<file path="src/rtl/memsync_xfer_ctrl.sv">
// memsync_xfer_ctrl
// Queues MEMSync row-miss requests (fill, or writeback-then-fill) and plays
// them out to the backing-store port one at a time, in arrival order.
// Each request issues one or two row commands, counts BEATS data beats per
// command, and ends with a one-cycle sync pulse that releases the MEMSync stall.
//
// Ports
//   clk, rst            clock, synchronous active-high reset
//   req_valid/req_ready request handshake (ready = FIFO not full)
//   req_wb              1: write back req_wbrow then fill req_row; 0: fill only
//   req_row, req_wbrow  backing-store rows; req_crow cache slot for both
//   mem_cmd_*           row command to the backing store (valid/ready)
//   mem_beat            one data beat completed this cycle
//   mem_beat_idx        index of the next expected beat
//   sync                request fully complete (one cycle)
//   busy                a request is in progress
//   pending             FIFO occupancy
//
// state     | meaning
// ----------+------------------------------------------------------------
// IDLE      | waiting; pops the FIFO head when one is present
// WB_CMD    | presenting the writeback command (victim row)
// WB_DATA   | counting writeback beats
// FILL_CMD  | presenting the fill command
// FILL_DATA | counting fill beats
// DONE      | sync pulse, back to IDLE

module memsync_xfer_ctrl #(
    parameter int CHWIDTH   = 6,
    parameter int ADDRWIDTH = 17,
    parameter int BEATS     = 16,
    parameter int QDEPTH    = 4
) (
    input  logic                         clk,
    input  logic                         rst,
    input  logic                         req_valid,
    output logic                         req_ready,
    input  logic                         req_wb,
    input  logic [ADDRWIDTH-1:0]         req_row,
    input  logic [ADDRWIDTH-1:0]         req_wbrow,
    input  logic [CHWIDTH-1:0]           req_crow,
    output logic                         mem_cmd_valid,
    input  logic                         mem_cmd_ready,
    output logic                         mem_cmd_wr,
    output logic [ADDRWIDTH-1:0]         mem_cmd_row,
    output logic [CHWIDTH-1:0]           mem_cmd_crow,
    input  logic                         mem_beat,
    output logic [$clog2(BEATS)-1:0]     mem_beat_idx,
    output logic                         sync,
    output logic                         busy,
    output logic [$clog2(QDEPTH):0]      pending
);

    localparam int BW = $clog2(BEATS);
    localparam int QW = $clog2(QDEPTH);
    localparam int EW = 1 + 2 * ADDRWIDTH + CHWIDTH;
    localparam logic [QW:0]   Q_FULL    = (QW + 1)'(QDEPTH);
    localparam logic [BW-1:0] LAST_BEAT = BW'(BEATS - 1);

    typedef enum logic [2:0] {
        S_IDLE,
        S_WB_CMD,
        S_WB_DATA,
        S_FILL_CMD,
        S_FILL_DATA,
        S_DONE
    } state_t;

    state_t state, state_nxt;

    // request FIFO
    logic [EW-1:0]        fifo_mem [QDEPTH];
    logic [QW-1:0]        wr_ptr, rd_ptr;
    logic [QW:0]          count;
    logic                 full, empty, push, pop;

    logic                 head_wb;
    logic [ADDRWIDTH-1:0] head_row, head_wbrow;
    logic [CHWIDTH-1:0]   head_crow;

    // request being played out
    logic [ADDRWIDTH-1:0] cur_row, cur_wbrow;
    logic [CHWIDTH-1:0]   cur_crow;

    logic [BW-1:0]        beat_cnt;
    logic                 data_phase, last_beat, cmd_hs;

    assign full      = (count == Q_FULL);
    assign empty     = (count == '0);
    // ready looks at full only, so a pop in the same cycle never frees a slot early
    assign req_ready = ~full;
    assign push      = req_valid & ~full;
    assign pending   = count;

    assign {head_wb, head_row, head_wbrow, head_crow} = fifo_mem[rd_ptr];

    always_ff @(posedge clk) begin
        if (push) begin
            fifo_mem[wr_ptr] <= {req_wb, req_row, req_wbrow, req_crow};
        end
    end

    always_ff @(posedge clk) begin
        if (rst) begin
            wr_ptr <= '0;
            rd_ptr <= '0;
            count  <= '0;
        end else begin
            if (push) begin
                wr_ptr <= wr_ptr + 1'b1;
            end
            if (pop) begin
                rd_ptr <= rd_ptr + 1'b1;
            end
            if (push && !pop) begin
                count <= count + 1'b1;
            end else if (pop && !push) begin
                count <= count - 1'b1;
            end
        end
    end

    always_ff @(posedge clk) begin
        if (rst) begin
            cur_row   <= '0;
            cur_wbrow <= '0;
            cur_crow  <= '0;
        end else if (pop) begin
            cur_row   <= head_row;
            cur_wbrow <= head_wbrow;
            cur_crow  <= head_crow;
        end
    end

    // beat counter: cleared on every command handshake, wraps after the last beat
    assign data_phase   = (state == S_WB_DATA) || (state == S_FILL_DATA);
    assign last_beat    = (beat_cnt == LAST_BEAT);
    assign cmd_hs       = mem_cmd_valid & mem_cmd_ready;
    assign mem_beat_idx = beat_cnt;

    always_ff @(posedge clk) begin
        if (rst) begin
            beat_cnt <= '0;
        end else if (cmd_hs) begin
            beat_cnt <= '0;
        end else if (data_phase && mem_beat) begin
            beat_cnt <= beat_cnt + 1'b1;
        end
    end

    always_ff @(posedge clk) begin
        if (rst) begin
            state <= S_IDLE;
        end else begin
            state <= state_nxt;
        end
    end

    assign busy = (state != S_IDLE);

    always_comb begin
        state_nxt     = state;
        pop           = 1'b0;
        mem_cmd_valid = 1'b0;
        mem_cmd_wr    = 1'b0;
        mem_cmd_row   = '0;
        mem_cmd_crow  = '0;
        sync          = 1'b0;
        case (state)
            S_IDLE: begin
                if (!empty) begin
                    pop       = 1'b1;
                    state_nxt = head_wb ? S_WB_CMD : S_FILL_CMD;
                end
            end
            S_WB_CMD: begin
                mem_cmd_valid = 1'b1;
                mem_cmd_wr    = 1'b1;
                mem_cmd_row   = cur_wbrow;
                mem_cmd_crow  = cur_crow;
                if (mem_cmd_ready) begin
                    state_nxt = S_WB_DATA;
                end
            end
            S_WB_DATA: begin
                if (mem_beat && last_beat) begin
                    state_nxt = S_FILL_CMD;
                end
            end
            S_FILL_CMD: begin
                mem_cmd_valid = 1'b1;
                mem_cmd_row   = cur_row;
                mem_cmd_crow  = cur_crow;
                if (mem_cmd_ready) begin
                    state_nxt = S_FILL_DATA;
                end
            end
            S_FILL_DATA: begin
                if (mem_beat && last_beat) begin
                    state_nxt = S_DONE;
                end
            end
            S_DONE: begin
                sync      = 1'b1;
                state_nxt = S_IDLE;
            end
            default: begin
                state_nxt = S_IDLE;
            end
        endcase
    end

endmodule

</file>
<file path="config.mk">
export PLATFORM = sky130hd
export DESIGN_NAME = memsync_xfer_ctrl
export DESIGN_NICKNAME = d
export VERILOG_FILES = /design/src/rtl/memsync_xfer_ctrl.sv
export SDC_FILE = /design/constraint.sdc
export NUM_CORES = 1
export LEC_CHECK = 0
export CORE_AREA = 2 2 124 126
export CTS_CLUSTER_SIZE = 16
export DETAILED_ROUTE_END_ITERATION = 8
export DIE_AREA = 0 0 126 128
export DONT_BUFFER_PORTS = 1
export PLACE_DENSITY = 0.75
export SLEW_MARGIN = 25
export SYNTH_ARGS = -nofsm -noshare
export SYNTH_HDL_FRONTEND = slang
export SYNTH_SLANG_ARGS = --single-unit
</file>
<file path="constraint.sdc">
create_clock -name clk -period 5.8 [get_ports clk]
set_input_delay 1.16 -clock clk [delete_from_list [all_inputs] [get_ports clk]]
set_output_delay 1.16 -clock clk [all_outputs]
set_load 0.005 [all_outputs]
</file>
==> metrics.md, run 1 <==
| Metric | Value |
|---|---|
| Clock power share | `29.4%` |
| Wire per inst | `21.6 µm` |
| Yosys warns | `0` |
| Post-DP HPWL | `9520 µm` |
| Least-Margin Pin Slew | `823 ps` |
| Detailed Route WL | `15,800 µm` |
| Vias | `4,263` |
| P_leak | `3.02 nW` |
| Die ar. | `16,100 µm²` |
| Top Layer Used | `met4` |
| Worst skew pair latency | `510 ps` |
| CP Capture Type | `flop` |
| DRT iter0 DRCs | `337` |
| Setup-failing EPs final | `0` |
| Arrival @ worst endpoint | `3860 ps` |
| TritonCTS buffer count | `23` |
| Hold-fix buffers at CTS | `0` |
| Mapped Nets | `587` |
| RSZ-0062 raised after global routing | `no` |
| Max Cap Viol | `0` |
| Adder-Cell Fraction of Synth Area | `1.09%` |
| Gr ovfl total | `0` |
| Post-synthesis mux area share | `13.0%` |
| CTS sink count | `220` |
| Avg Inst Size Synth | `16.4 µm²` |
| Placer's final routability congestion estimate | `0.813` |
| Met1 wire length | `6500 µm` |
| CTS tree | `built` |
| DR WL met3 | `922 µm` |
| Initial antenna violation count | `0` |
| Cell Int Power | `3.15 mW` |
| Compound-Gate Fraction of Synth Area | `4.89%` |
| Post-synth top flop | `edfxtp_1` |
| Seq/Total Area, Yosys | `69.2%` |
| Layout cells sized above 1 | `29.8%` |
| Sw frac | `30.2%` |
| Async SR Flop Fraction | `0%` |
| Final Util | `63.7%` |
| # H-tree levels | `1` |
| PD cells | `476 nW/µm²` |
| Num ports | `81` |
| Initial Util | `58.8%` |
| Count of unique library cells instantiated by Yosys | `44` |
| First-pass GRT wire length | `24,700 µm` |
| Max Fclk | `0.292 GHz` |
| Largest net degree at the start of global routing | `54` |
| CTS max path bufs | `3` |
| Final setup TNS | `0 ps` |
| Max Clock Skew | `21.9 ps` |
| Final Hold Vio Count | `0` |
| Die Span Y | `128 µm` |
| Main combinational cell family by area after synthesis | `multiplexers` |
| Met2 wire length | `8080 µm` |
| GRT Overall Usage | `20.0%` |
| Critical Path Fanout Max | `42` |
| Final period util | `59.1%` |
| Startpoint types | `flop` |
| Post-synthesis xor/xnor area fraction | `0.902%` |
| Diode count | `0` |
| Simple-gate area share of the yosys netlist | `8.24%` |
| Post-synth EDFFs | `164` |
| Worst hold path class | `flop to flop` |
| Vias in the first global route | `4,614` |
| Final net count | `583` |
| Synthesis-stage register bit count | `220` |
| Worst relative slew slack | `45.1%` |
| Die width | `126 µm` |
| Cells after synthesis | `534` |
| Setup Buffers After CTS | `0` |
| Switch Pwr | `1.36 mW` |
| Input/output buffers | `0` |
| Clk pin slew, worst setup/hold paths | `60 ps` |
| Critical path class | `flop to flop` |
| Logic pwr share | `23.4%` |
| Area of the core | `14,900 µm²` |
| # DRC | `0` |
| Required @ worst endpoint | `6240 ps` |
| Clock root buffer | `clkbuf_16` |
| Outcome | `completed` |
| Post-Syn Area | `8740 µm²` |
| Resized cells post-CTS | `0` |
| DR pass1 iterations | `4` |
| Flop pwr share | `47.2%` |
| Routed Antenna Nets | `0` |
| Vias per cell | `5.82` |
| Area growth syn-to-layout | `8.39%` |
| Crit path time final | `3430 ps` |
| Slew Viols, Final | `0` |
| Worst VDD drop | `262 µV` |
| Rows | `45` |
cell usage after synthesis, types with 2 or more instances:
cell type	n	area share, %
edfxtp_1	164	56
dfxtp_1	56	13
nand2_1	44	1.9
mux4_2	40	10
a21oi_2	39	3.9
nand2_2	39	2.8
nor2_1	36	1.5
mux2i_1	22	2.5
buf_2	14	0.80
and2_1	11	0.79
clkbuf_1	10	0.43
ha_1	6	0.86
xnor2_1	6	0.60
buf_12	4	0.92
inv_1	4	0.17
nand3_1	3	0.17
nor3_1	3	0.17
xor2_1	3	0.30
a21oi_1	2	0.11
buf_1	2	0.086
nand2b_1	2	0.14
or3_1	2	0.14
cell usage in the layout (no fill, tap or decap), drive strengths merged, types with 2 or more instances in the layout:
cell type and n:
mux4 40, nand3 3, xor2 3, nor3 4, mux2i 22, edfxtp 164, nand2b 2, nor3b 2
nor2 36, a21oi 41, ha 6, dfxtp 56, inv 6, xnor2 6, and2 11, or3 2
nand2 83, clkbuf 31, buf 3, clkinv 7
worst max-delay path, cell delays in order, from the launching register on:
cell and delay (ps):
dfxtp_1 290, buf_4 250, nor3_2 240, and2_2 740, clkinv_4 600, ha_1 420
inv_1 80, fa_1 180, xor2_1 80, or3_1 300, a21oi_1 170
final cells by class:
| class | count | area, µm² |
|---|---|---|
| flip-flops and latches | 220 | 6050 |
| fillers | 1072 | 5390 |
| multi-input cells | 276 | 2470 |
| clock buffers | 31 | 606 |
| well taps | 188 | 235 |
| clock inverters | 8 | 67.6 |
| inverters | 6 | 27.5 |
| repair buffers | 3 | 22.5 |
flip-flops by register name, summed over array words and instances (netlist names), named ones only:
name and flops:
mem_beat_idx 4, cur_crow 6, rd_ptr 2, fifo_mem 164
cur_row 17, cur_wbrow 17, state 3, pending 3
wr_ptr 2
per-layer routing:
layer,vias to the layer above,global-route usage (%)
met1,2158,24.9
met2,107,34.6
li1,1974,-
met4,0,6.59
met3,24,5.01
met5,-,0
final timing paths:
path | from | endpoint | slack [ps] | depth (start not counted)
max reg2reg | state[1]$_SDFFE_PP0P_ | pending[2]$_SDFFE_PP0P_ | 2370 | 10
min | cur_wbrow[10]$_SDFFE_PP0P_ | cur_wbrow[10]$_SDFFE_PP0P_ | 460 | 2
min reg2reg | cur_wbrow[10]$_SDFFE_PP0P_ | cur_wbrow[10]$_SDFFE_PP0P_ | 460 | 2
max | state[1]$_SDFFE_PP0P_ | pending[2]$_SDFFE_PP0P_ | 2370 | 10
logic make-up (layout without fill, tap and decap cells):
family | Yosys count | after routing
flip-flops | 220 | 220
AO/OA/AOI/OAI | 51 | 51
AND/OR/NAND/NOR | 146 | 146
XOR/XNOR | 9 | 9
multiplexers | 63 | 63
adder cells (fa/ha/maj) | 7 | 7
buffers and inverters | 38 | 48
power groups by stage:
stage          Combinational, mW  Sequential (mW)  Clock (mW)
5_1_grt                     1.16             2.16        1.42
6_report                    1.05             2.13        1.33
4_1_cts                     1.07             2.13        1.35
2_1_floorplan               1.00             2.07           0
3_3_place_gp                1.04             2.15           0
3_5_place_dp                1.06             2.16           0
through the flow:
stage               setup slack, ps  std cells  instance area [µm²]  hold WS [ps]  total power, mW
detailed placement             2330        693                 8800           446             3.23
global placement               2450        693                 8790           440             3.19
CTS                            2330        732                 9480           453             4.55
floorplan                      2800        534                 8740           432             3.07
finish                         2370        732                 9480           455             4.51
global route                   2130        732                 9480           470             4.73
No activity file was read; power rests on OpenSTA's default activity.
==> run 2, diff against run 1 <==
- CORE_AREA: 2 2 124 126 -> 2 2 127 129
- DIE_AREA: 0 0 126 128 -> 0 0 129 131
- clock period: 5.8 -> 2.85 ns (I/O delays scaled with it)
==> metrics.md, run 2 (same netlist as run 1, synthesis figures left out) <==
| Metric | Value |
|---|---|
| Layout cells sized above 1 | `31.1% (+1.3 points)` |
| Vias | `4,380 (+2.7%)` |
| Cell chain of the critical path | `nand2b_1 > buf_4 > inv_2 > and2_1` |
| Worst hold path cell count | `1 (-1)` |
| Max Clock Skew | `16.6 ps (-5.29 ps)` |
| CTS max path bufs | `3 (unchanged)` |
| Final Hold Vio Count | `0 (unchanged)` |
| Detailed Route WL | `16,600 µm (+4.8%)` |
| Setup Buffers After CTS | `0 (unchanged)` |
| DP Worst Slack | `482 ps (-1850 ps)` |
| Startpoint types | `flop` |
| Worst VDD drop | `873 µV (+230%)` |
| Die Span Y | `131 µm (+2.3%)` |
| Post-DP HPWL | `9770 µm (+2.6%)` |
| Die ar. | `16,900 µm² (+4.8%)` |
| Worst R2R Setup Slack | `490 ps (-1880 ps)` |
| Max FFs per register | `164 (unchanged)` |
| Hold Path Origin | `rst` |
| Max Fclk | `0.407 GHz` |
| Gr ovfl total | `0 (unchanged)` |
| Diode count | `0 (unchanged)` |
| Biggest regs | `fifo_mem: 164 flops, cur_row: 17 flops, cur_wbrow: 17 flops` |
| Worst hold path class | `primary input to flop` |
| Layout Cells excl Fill | `769 (+5.1%)` |
| Outcome | `completed` |
| Delay of the slowest critical-path stage | `530 ps (-210 ps)` |
| Final period util | `86.3%` |
| Input/output buffers | `0 (unchanged)` |
| CTS tree | `built` |
| Crit path time final | `2460 ps` |
| Hold-fix buffers at CTS | `0 (unchanged)` |
| Placed insts | `729 (+5.2%)` |
| Routed Antenna Nets | `0 (unchanged)` |
| Tot Pwr | `9.50 mW (+110%)` |
| Hold endpoint | `cur_crow[1]$_SDFFE_PP0P_` |
| Worst setup margin | `390 ps (-1980 ps)` |
| Worst skew pair latency | `510 ps (about the same)` |
| Arrival @ worst endpoint | `1890 ps (-1970 ps)` |
| P_leak | `3.10 nW (+2.9%)` |
| Commonest non-fill, non-tap cell in the layout | `edfxtp_1` |
| # DRC | `0 (unchanged)` |
| Crit path max-delay cell type | `dfxtp_1` |
| Most flop-heavy register | `fifo_mem` |
| First-pass GRT wire length | `26,000 µm (+5.1%)` |
| Placer's final routability congestion estimate | `0.773 (-5.0%)` |
| Vias in the first global route | `4,705 (+2.0%)` |
| Reg2reg start | `pending[2]$_SDFFE_PP0P_` |
| Resized cells post-CTS | `0 (unchanged)` |
| CTS sink count | `220 (unchanged)` |
| Max Cap Viol | `0 (unchanged)` |
| DR pass1 iterations | `4 (unchanged)` |
| DRT iter0 DRCs | `309 (-8.3%)` |
| Final setup TNS | `0 ps (unchanged)` |
| Commonest non-fill, non-tap cells in the layout | `164 x edfxtp_1, 54 x dfxtp_1, 44 x nand2_1, 40 x mux4_2` |
| # H-tree levels | `1 (unchanged)` |
| Slew Viols, Final | `0 (unchanged)` |
| TritonCTS buffer count | `22 (-4.3%)` |
| Clock root buffer | `clkbuf_16` |
| PD cells | `978 nW/µm² (+110%)` |
| Initial Util | `56.0% (-2.8 points)` |
| CP Capture Type | `output pin` |
| Wire per inst | `21.6 µm (-0.23%)` |
| FF-to-FF path depth | `9 (-1)` |
| Rows | `46 (+2.2%)` |
| Area growth syn-to-layout | `11.1%` |
| Initial antenna violation count | `0 (unchanged)` |
| Largest net degree at the start of global routing | `54 (unchanged)` |
| Final net count | `590 (+1.2%)` |
| Clk pin slew, worst setup/hold paths | `60 ps (about the same)` |
| GRT Overall Usage | `20.5% (+0.53 points)` |
| Required @ worst endpoint | `2280 ps (-3960 ps)` |
| Critical path class | `flop to output pin` |
| RSZ-0062 raised after global routing | `no` |
| Vias per cell | `5.70 (-2.2%)` |
| Num ports | `81 (unchanged)` |
| Setup-failing EPs final | `0 (unchanged)` |
| Critical Path Fanout Max | `20 (-52%)` |
| Worst relative slew slack | `52.9% (+7.7 points)` |
| FF-to-FF End | `pending[2]$_SDFFE_PP0P_` |
| Area of the core | `15,600 µm² (+4.9%)` |
| Least-Margin Pin Slew | `707 ps (-116 ps)` |
| Die width | `129 µm (+2.4%)` |
==> run 2: cell count changes in the layout (fill, tap and decap cells not counted), moves of 2 or more <==
cell and delta:
buf_12 +6, buf_4 +2, clkinv_2 -3, clkbuf_8 +4, and2_4 -4, and2_2 +4
==> run 2: layer usage <==
metal	track usage (%)	part of all wire (%)
met5	0	0
met4	5.82	2.5
met3	6.03	6.9
met2	35.8	51
met1	25.1	40
==> run 2: layout make-up <==
cell class | instances | area, µm²
Clock inverter | 5 | 86.3
Fill cell | 1143 | 5880
Multi-Input combinational cell | 276 | 2460
Sequential cell | 220 | 6050
Tap cell | 216 | 270
Clock buffer | 35 | 661
Inverter | 6 | 27.5
Timing Repair Buffer | 11 | 158
==> run 2: worst max path at each step <==
stage | end | cells after the start | slack [ps] | startpoint
2_1_floorplan | pending[2]$_SDFFE_PP0P_ | 11 | 400 | pending[0]$_SDFFE_PP0P_
3_3_place_gp | pending[2]$_SDFFE_PP0P_ | 9 | 610 | pending[0]$_SDFFE_PP0P_
3_5_place_dp | pending[2]$_SDFFE_PP0P_ | 9 | 480 | pending[0]$_SDFFE_PP0P_
4_1_cts | mem_cmd_crow[3] | 4 | 370 | state[2]$_SDFFE_PP0P_
5_1_grt | mem_cmd_crow[5] | 4 | 270 | state[2]$_SDFFE_PP0P_
6_report | mem_cmd_crow[3] | 4 | 390 | state[2]$_SDFFE_PP0P_
==> run 2: stage by stage <==
stage	hold WS (ps)	util (%)	area, µm²
floorplan	432	-	8740
global placement	433	57.5	8970
detailed placement	447	57.5	8970
CTS	110	62.3	9710
global route	108	62.3	9710
finish	126	62.3	9710
==> run 2: critical path: cells and delay by family, from the launching register on <==
family / cells / cell delay, ps
buf+inv: 2 / 460
flops: 1 / 530
simple gates: 2 / 390
==> run 2: power breakdown <==
part | switching, mW | internal, mW | total [mW] | leakage (nW)
registers | 0.321 | 3.96 | 4.28 | 1.96
logic | 1.37 | 0.936 | 2.31 | 0.777
clock network | 1.13 | 1.77 | 2.90 | 0.365
